### src/rtl/itcm_pkg.sv
// Shared types and constants for the instruction-memory fetch responder.
`ifndef RV_PC_SIZE
`define RV_PC_SIZE 32
`endif
`ifndef RV_IR_SIZE
`define RV_IR_SIZE 32
`endif

package itcm_pkg;

  typedef logic [31:0] rsp_word_t;

  localparam rsp_word_t FCH_FAULT_IR = 32'h0000_0000;

  typedef struct packed {
    logic [`RV_PC_SIZE-1:0] pc;
  } fch_req_pkt_t;

  typedef struct packed {
    logic [`RV_IR_SIZE-1:0] ir;
  } fch_rsp_pkt_t;

  function automatic int itcm_aw(int words);
    return $clog2(words);
  endfunction

endpackage

### src/rtl/itcm_fch_if.sv
// Fetch request and response channels as valid/ready interfaces.
interface fch_req_if;
  import itcm_pkg::*;
  logic         vld;
  logic         rdy;
  fch_req_pkt_t pkt;
  modport slv (input vld, input pkt, output rdy);
  modport mst (output vld, output pkt, input rdy);
endinterface

interface fch_rsp_if;
  import itcm_pkg::*;
  logic         vld;
  logic         rdy;
  fch_rsp_pkt_t pkt;
  modport slv (input vld, input pkt, output rdy);
  modport mst (output vld, output pkt, input rdy);
endinterface

### src/rtl/itcm_fch_slv_fifo.sv
// Small synchronous response FIFO; pointers wrap by compare-and-reset so any depth works.
module fch_rsp_fifo #(
  parameter int DEPTH = 2,
  parameter int WIDTH = 32
) (
  input  logic             clk,
  input  logic             rst_n,
  input  logic             push,
  input  logic             pop,
  input  logic [WIDTH-1:0] wdata,
  output logic [WIDTH-1:0] rdata,
  output logic             empty,
  output logic             full
);

  localparam int PW = (DEPTH > 1) ? $clog2(DEPTH) : 1;
  localparam int CW = $clog2(DEPTH + 1);

  logic [WIDTH-1:0] mem_q [DEPTH];
  logic [WIDTH-1:0] mem_d [DEPTH];
  logic [PW-1:0]    wr_ptr_q, wr_ptr_d;
  logic [PW-1:0]    rd_ptr_q, rd_ptr_d;
  logic [CW-1:0]    cnt_q, cnt_d;
  logic             do_push, do_pop;

  always_comb begin
    empty    = (cnt_q == '0);
    full     = (cnt_q == CW'(DEPTH));
    rdata    = mem_q[rd_ptr_q];
    do_pop   = pop & ~empty;
    do_push  = push & (~full | do_pop);
    mem_d    = mem_q;
    wr_ptr_d = wr_ptr_q;
    rd_ptr_d = rd_ptr_q;
    cnt_d    = cnt_q;
    if (do_push) begin
      mem_d[wr_ptr_q] = wdata;
      wr_ptr_d = (wr_ptr_q == PW'(DEPTH - 1)) ? '0 : wr_ptr_q + 1'b1;
    end
    if (do_pop) begin
      rd_ptr_d = (rd_ptr_q == PW'(DEPTH - 1)) ? '0 : rd_ptr_q + 1'b1;
    end
    if (do_push && !do_pop) begin
      cnt_d = cnt_q + 1'b1;
    end else if (do_pop && !do_push) begin
      cnt_d = cnt_q - 1'b1;
    end
  end

  always_ff @(posedge clk) begin
    if (!rst_n) begin
      wr_ptr_q <= '0;
      rd_ptr_q <= '0;
      cnt_q    <= '0;
    end else begin
      wr_ptr_q <= wr_ptr_d;
      rd_ptr_q <= rd_ptr_d;
      cnt_q    <= cnt_d;
    end
  end

  always_ff @(posedge clk) begin
    mem_q <= mem_d;
  end

endmodule

### src/rtl/itcm_fch_slv.sv
// Fetch responder: accepts PCs, reads the instruction SRAM and returns words in order,
// bypassing the response FIFO whenever the fetch unit is ready and nothing is queued.
module itcm_fch_slv
  import itcm_pkg::*;
#(
  parameter int MEM_WORDS = 4096,
  parameter int RSP_DEPTH = 2,
  localparam int AW = itcm_aw(MEM_WORDS)
) (
  input  logic          clk,
  input  logic          rst_n,
  fch_req_if.slv        fch_req_slv,
  fch_rsp_if.mst        fch_rsp_mst,
  output logic          sram_ce,
  output logic [AW-1:0] sram_addr,
  input  logic [31:0]   sram_rdata,
  output logic          fault
);

  localparam int OW = $clog2(RSP_DEPTH + 1);

  logic [OW-1:0]          occ_q, occ_d;
  logic                   rd_vld_q, rd_vld_d;
  logic                   rd_bad_q, rd_bad_d;
  logic                   fault_q, fault_d;
  logic [`RV_PC_SIZE-1:0] pc;
  logic                   pc_bad;
  logic                   req_rdy, req_hsk;
  logic                   rsp_vld, rsp_hsk;
  logic                   bypass;
  rsp_word_t              rd_word, rsp_ir;
  rsp_word_t              fifo_rdata;
  logic                   fifo_push, fifo_pop, fifo_empty, fifo_full;

  fch_rsp_fifo #(
    .DEPTH (RSP_DEPTH),
    .WIDTH ($bits(rsp_word_t))
  ) u_fifo (
    .clk   (clk),
    .rst_n (rst_n),
    .push  (fifo_push),
    .pop   (fifo_pop),
    .wdata (rd_word),
    .rdata (fifo_rdata),
    .empty (fifo_empty),
    .full  (fifo_full)
  );

  // Ready also opens in the same cycle a response leaves, keeping full throughput at the occ bound.
  always_comb begin
    pc        = fch_req_slv.pkt.pc;
    pc_bad    = (pc[1:0] != 2'b00) || ((pc >> (AW + 2)) != '0);
    rsp_vld   = rst_n & (~fifo_empty | rd_vld_q);
    rsp_hsk   = rsp_vld & fch_rsp_mst.rdy;
    req_rdy   = rst_n & ((occ_q < OW'(RSP_DEPTH)) | rsp_hsk);
    req_hsk   = fch_req_slv.vld & req_rdy;
    sram_ce   = req_hsk & ~pc_bad;
    sram_addr = pc[AW+1:2];
    rd_word   = rd_bad_q ? FCH_FAULT_IR : sram_rdata;
    bypass    = fifo_empty & fch_rsp_mst.rdy;
    fifo_push = rst_n & rd_vld_q & ~bypass;
    fifo_pop  = rst_n & ~fifo_empty & fch_rsp_mst.rdy;
    rsp_ir    = '0;
    if (rst_n) begin
      if (!fifo_empty) begin
        rsp_ir = fifo_rdata;
      end else if (rd_vld_q) begin
        rsp_ir = rd_word;
      end
    end
    occ_d = occ_q;
    if (req_hsk && !rsp_hsk) begin
      occ_d = occ_q + 1'b1;
    end else if (rsp_hsk && !req_hsk) begin
      occ_d = occ_q - 1'b1;
    end
    rd_vld_d = req_hsk;
    rd_bad_d = req_hsk & pc_bad;
    fault_d  = fault_q | (req_hsk & pc_bad);
  end

  always_ff @(posedge clk) begin
    if (!rst_n) begin
      occ_q    <= '0;
      rd_vld_q <= 1'b0;
      rd_bad_q <= 1'b0;
      fault_q  <= 1'b0;
    end else begin
      occ_q    <= occ_d;
      rd_vld_q <= rd_vld_d;
      rd_bad_q <= rd_bad_d;
      fault_q  <= fault_d;
    end
  end

  assign fch_req_slv.rdy    = req_rdy;
  assign fch_rsp_mst.vld    = rsp_vld;
  assign fch_rsp_mst.pkt.ir = rsp_ir;
  assign fault              = fault_q;

  a_no_overflow: assert property (@(posedge clk) disable iff (!rst_n)
    !(fifo_push && fifo_full && !fifo_pop));

endmodule

### src/flat_wrapper.sv
// flat-port wrapper written by rule: the top's interface ports become plain ports
module itcm_fch_slv_flat import itcm_pkg::*;
#(
  parameter int MEM_WORDS = 4096,
  parameter int RSP_DEPTH = 2,
  localparam int AW = itcm_aw(MEM_WORDS)
)
  (clk, rst_n, sram_ce, sram_addr, sram_rdata, fault, fch_req_slv_vld, fch_req_slv_pkt, fch_req_slv_rdy, fch_rsp_mst_vld, fch_rsp_mst_pkt, fch_rsp_mst_rdy);
  fch_req_if fch_req_slv_i ();
  fch_rsp_if fch_rsp_mst_i ();
  input  logic clk;
  input  logic rst_n;
  output logic sram_ce;
  output logic [AW-1:0] sram_addr;
  input  logic [31:0] sram_rdata;
  output logic fault;
  input wire logic [$bits(fch_req_slv_i.vld)-1:0] fch_req_slv_vld;
  input wire logic [$bits(fch_req_slv_i.pkt)-1:0] fch_req_slv_pkt;
  output wire logic [$bits(fch_req_slv_i.rdy)-1:0] fch_req_slv_rdy;
  output wire logic [$bits(fch_rsp_mst_i.vld)-1:0] fch_rsp_mst_vld;
  output wire logic [$bits(fch_rsp_mst_i.pkt)-1:0] fch_rsp_mst_pkt;
  input wire logic [$bits(fch_rsp_mst_i.rdy)-1:0] fch_rsp_mst_rdy;
  assign fch_req_slv_i.vld = fch_req_slv_vld;
  assign fch_req_slv_i.pkt = fch_req_slv_pkt;
  assign fch_req_slv_rdy = fch_req_slv_i.rdy;
  assign fch_rsp_mst_vld = fch_rsp_mst_i.vld;
  assign fch_rsp_mst_pkt = fch_rsp_mst_i.pkt;
  assign fch_rsp_mst_i.rdy = fch_rsp_mst_rdy;
  itcm_fch_slv #(.MEM_WORDS(MEM_WORDS), .RSP_DEPTH(RSP_DEPTH)) u_core (.clk(clk), .rst_n(rst_n), .fch_req_slv(fch_req_slv_i), .fch_rsp_mst(fch_rsp_mst_i), .sram_ce(sram_ce), .sram_addr(sram_addr), .sram_rdata(sram_rdata), .fault(fault));
endmodule
### config.mk
export PLATFORM = sky130hd
export DESIGN_NAME = itcm_fch_slv_flat
export DESIGN_NICKNAME = d
export VERILOG_FILES = /design/src/rtl/itcm_pkg.sv /design/src/rtl/itcm_fch_if.sv /design/src/rtl/itcm_fch_slv_fifo.sv /design/src/rtl/itcm_fch_slv.sv /design/src/flat_wrapper.sv
export SDC_FILE = /design/constraint.sdc
export NUM_CORES = 1
export LEC_CHECK = 0
export CAP_MARGIN = 20
export CORE_AREA = 8 8 103 105
export DETAILED_ROUTE_END_ITERATION = 12
export DIE_AREA = 0 0 111 113
export MAX_ROUTING_LAYER = met4
export PLACE_DENSITY = 0.7
export SLEW_MARGIN = 20
export SYNTH_ARGS = -nofsm -noshare
export SYNTH_HDL_FRONTEND = slang
export SYNTH_SLANG_ARGS = --single-unit
### constraint.sdc
create_clock -name clk -period 4.2 [get_ports clk]
set_input_delay 1.05 -clock clk [delete_from_list [all_inputs] [get_ports clk]]
set_output_delay 1.05 -clock clk [all_outputs]
set_load 0.005 [all_outputs]
==> flow_summary.yaml <==
status:
  status: "finished, final reports clean"
synth:
  yosys.area.top_type: "edfxtp_1"
  seq_area_frac_synth_pct: 59.6
  synthTopCellsByArea: "edfxtp_1 54%, mux2i_1 9.1%, o32ai_1 6.5%"
  syn_nets: 357
  yosysUniqueCellTypes: 32
  syn_area_mm2: 0.00353
  synth_cells: 287
  synth_top_area_share_pct: 54.5
  syn_avg_cell_area_um2: 12.3
  ys_warn_count: 0
  synth-seq-cells: 73
sta:
  worst_slew_pin_slew_ns: 0.766
  clock.fmax_ghz: 0.258
  maxSlewHeadroom_pct: 48.9
  fin_skew_ns: 0.00573
  finalSetupTns_ns: 0
  rsz0062_at_grt: "false"
  slew_viol_final: 0
  setup_violations: 0
  hold_viol: 0
  holdWs_ns: 0.463
  fin_crit_sh_pct: 92.4
  fin_crit_ns: 3.88
worst_setup_path:
  required_ns: 3.15
  critPathMostFrequentCell: "clkdlybuf4s50_1"
  arrival_ns: 2.83
  worstPathCellList: "clkdlybuf4s50_1 > buf_4 > nand2_4 > o32ai_1 > clkdlybuf4s50_1"
  crit-reg2reg-launch: "u_core.rd_vld_q"
  cp_slowest_cell: "clkdlybuf4s50_1"
  cp-startpoint: "rst_n"
  path_class: "in -> out"
  slowest_delay_ns: 0.58
  cp-start-kind: "input port"
  crit_buf_inv: 3
  end_kind: "output port"
  crit_fanout: 26
  critical_path.top_delay_family: "buffers and inverters"
cts:
  clk_latency_ns: 0.34
  cts_tree: "yes"
  clk_pin_slew_worst_paths_ns: 0.07
  ctsResizeCount: 0
  cts_sinks: 73
  cts_buffer_depth: 2
  h-tree-depth: 3
  post_cts_buffers: 0
  hold_buffers: 0
  root_buffer: "clkbuf_8"
  cts_made_buffers: 9
final_layout:
  seq_area_mm2: 0.00210
  antenna_cells: 0
  syn2layout_area_growth_pct: 31.6
  final_common_cell: "clkdlybuf4s50_1"
  finalNonFillerCells: 482
  nets: 436
  drive_gt1_share_pct: 8.89
  mostFrequentLayoutCells: "91 x clkdlybuf4s50_1, 64 x edfxtp_1, 32 x mux2i_1, 29 x inv_1, 28 x nor2_1"
  fillerInstances: 803
  multiInputGateArea_mm2: 0.00111
route:
  vias: 2437
  first_iter_violations: 83
  postRouteAntennaNets: 0
  drt_first_pass_iters: 4
  drt-total-wl_um: 7790
  post_drt_wl_per_cell_um: 16.2
  drc: 0
  route.detailed.vias_per_inst: 5.06
place:
  io_buffers: 91
  dpl.hpwl_um: 5440
  globalplace.congestion: 0.757
  place_inst: 466
global_route:
  grt_usage_pct: 13.1
  grt_use_met1_pct: 16.1
  grt-busiest-layer: "met2"
  antenna_found_initial: 0
  met2_usage_pct: 19.0
  grt_pass1_vias: 2619
  grt_pass1_wl_um: 12900
  globalRouteOverflowTotal: 0
  grt_max_degree: 45
  grtUsageMet3_pct: 4.66
flow_run:
  maxCapViolCount: 0
power_and_ir_drop:
  power.leakage_nw: 1.61
  p_int_mw: 1.33
  switchingPower_mw: 0.422
  powerDensity_mw_per_mm2: 377
  ir_drop_uv: 176
  swShare_pct: 24.1
  p_comb_share_pct: 18.0
  clock_power_share_pct: 33.4
  pwr-share-seq_pct: 48.7
floorplan:
  ios: 116
  chipWidth_um: 111
  dieArea_mm2: 0.0125
  coreArea_mm2: 0.00898
  die_h_um: 113
  num_rows: 35
  initial_core_util_pct: 39.3
min_path:
  hp-start: "u_core.fault"
  worst_hold_path_type: "reg -> reg"
## routing by layer
| metal | vias up | part of all wire, % |
|---|---|---|
| met2 | 106 | 45 |
| met3 | 16 | 7.1 |
| met5 | - | 0 |
| li1 | 1187 | - |
| met1 | 1128 | 46 |
| met4 | 0 | 1.8 |
## worst min-delay path, delay by kind of cell, from the launching register on
kind            cells  cell delay, ns
flops               1            0.33
simple gates        1            0.05
compound gates      1            0.05
## cell type report
type                            count  share of cell area, %
Multi-Input combinational cell    154                   24.0
Inverter                           30                   2.43
Tap cell                          111                   2.99
Sequential cell                    73                   45.3
Clock buffer                       10                   2.75
Clock inverter                      6                   1.78
Timing Repair Buffer               98                   20.7
## registers in the layout, summed over array words and instances (netlist names)
name                    cells
u_core.occ_q                2
u_core.fault                1
u_core.u_fifo.rd_ptr_q      1
u_core.u_fifo.wr_ptr_q      1
u_core.u_fifo.mem_q        64
u_core.rd_bad_q             1
u_core.u_fifo.cnt_q         2
u_core.rd_vld_q             1
## synthesized netlist by cell type
library cell	instances
a21boi_0	2
and2_1	10
buf_1	3
buf_2	4
buf_4	15
buf_6	5
clkbuf_1	3
dfxtp_1	9
edfxtp_1	64
ha_1	2
inv_1	29
inv_2	1
mux2i_1	32
nand2_1	5
nand2_4	1
nand3_1	9
nand3_4	1
nor2_1	29
nor2_2	2
nor2_4	1
nor2b_1	6
nor3_1	1
nor4_1	5
o211ai_2	1
o21a_1	2
o21ai_0	9
o31ai_1	1
o32ai_1	26
or2_2	1
or3_1	2
xnor2_1	4
xor2_1	2
## cell families after synthesis
group,synth area share [%]
and+or+nand+nor,10.8
buffers and inverters,9.19
adders and majority gates,0.709
xor gates and xnor gates,1.49
muxes,9.08
AOI/OAI and AO/OA,9.15
DFF,59.6
## power groups by stage
stage	clock, mW	sequential (mW)	combinational, mW
detailed placement	0	0.869	0.318
finish	0.584	0.852	0.315
CTS	0.596	0.853	0.320
global placement	0	0.868	0.314
global route	0.624	0.856	0.345
floorplan	0	0.846	0.200
## path summary, 6_finish.rpt
path,end,slack (ns),cells after the start
worst max register to register,u_core.occ_q[1],2.20,7
worst min-delay path,u_core.fault,0.46,2
worst min register to register,u_core.fault,0.46,2
worst max-delay path,fch_rsp_mst_pkt[4],0.32,5
## stage by stage
stage | setup slack [ns] | power [mW] | utilization (%) | instance area (um^2)
floorplan | 1.05 | 1.05 | - | 3530
global placement | 0.302 | 1.18 | 49.4 | 4430
detailed placement | 0.279 | 1.19 | 49.4 | 4430
CTS | 0.279 | 1.77 | 51.7 | 4640
global route | 0.183 | 1.83 | 51.7 | 4640
finish | 0.319 | 1.75 | 51.7 | 4640
Note: power is estimated with default switching activity, not from simulation.
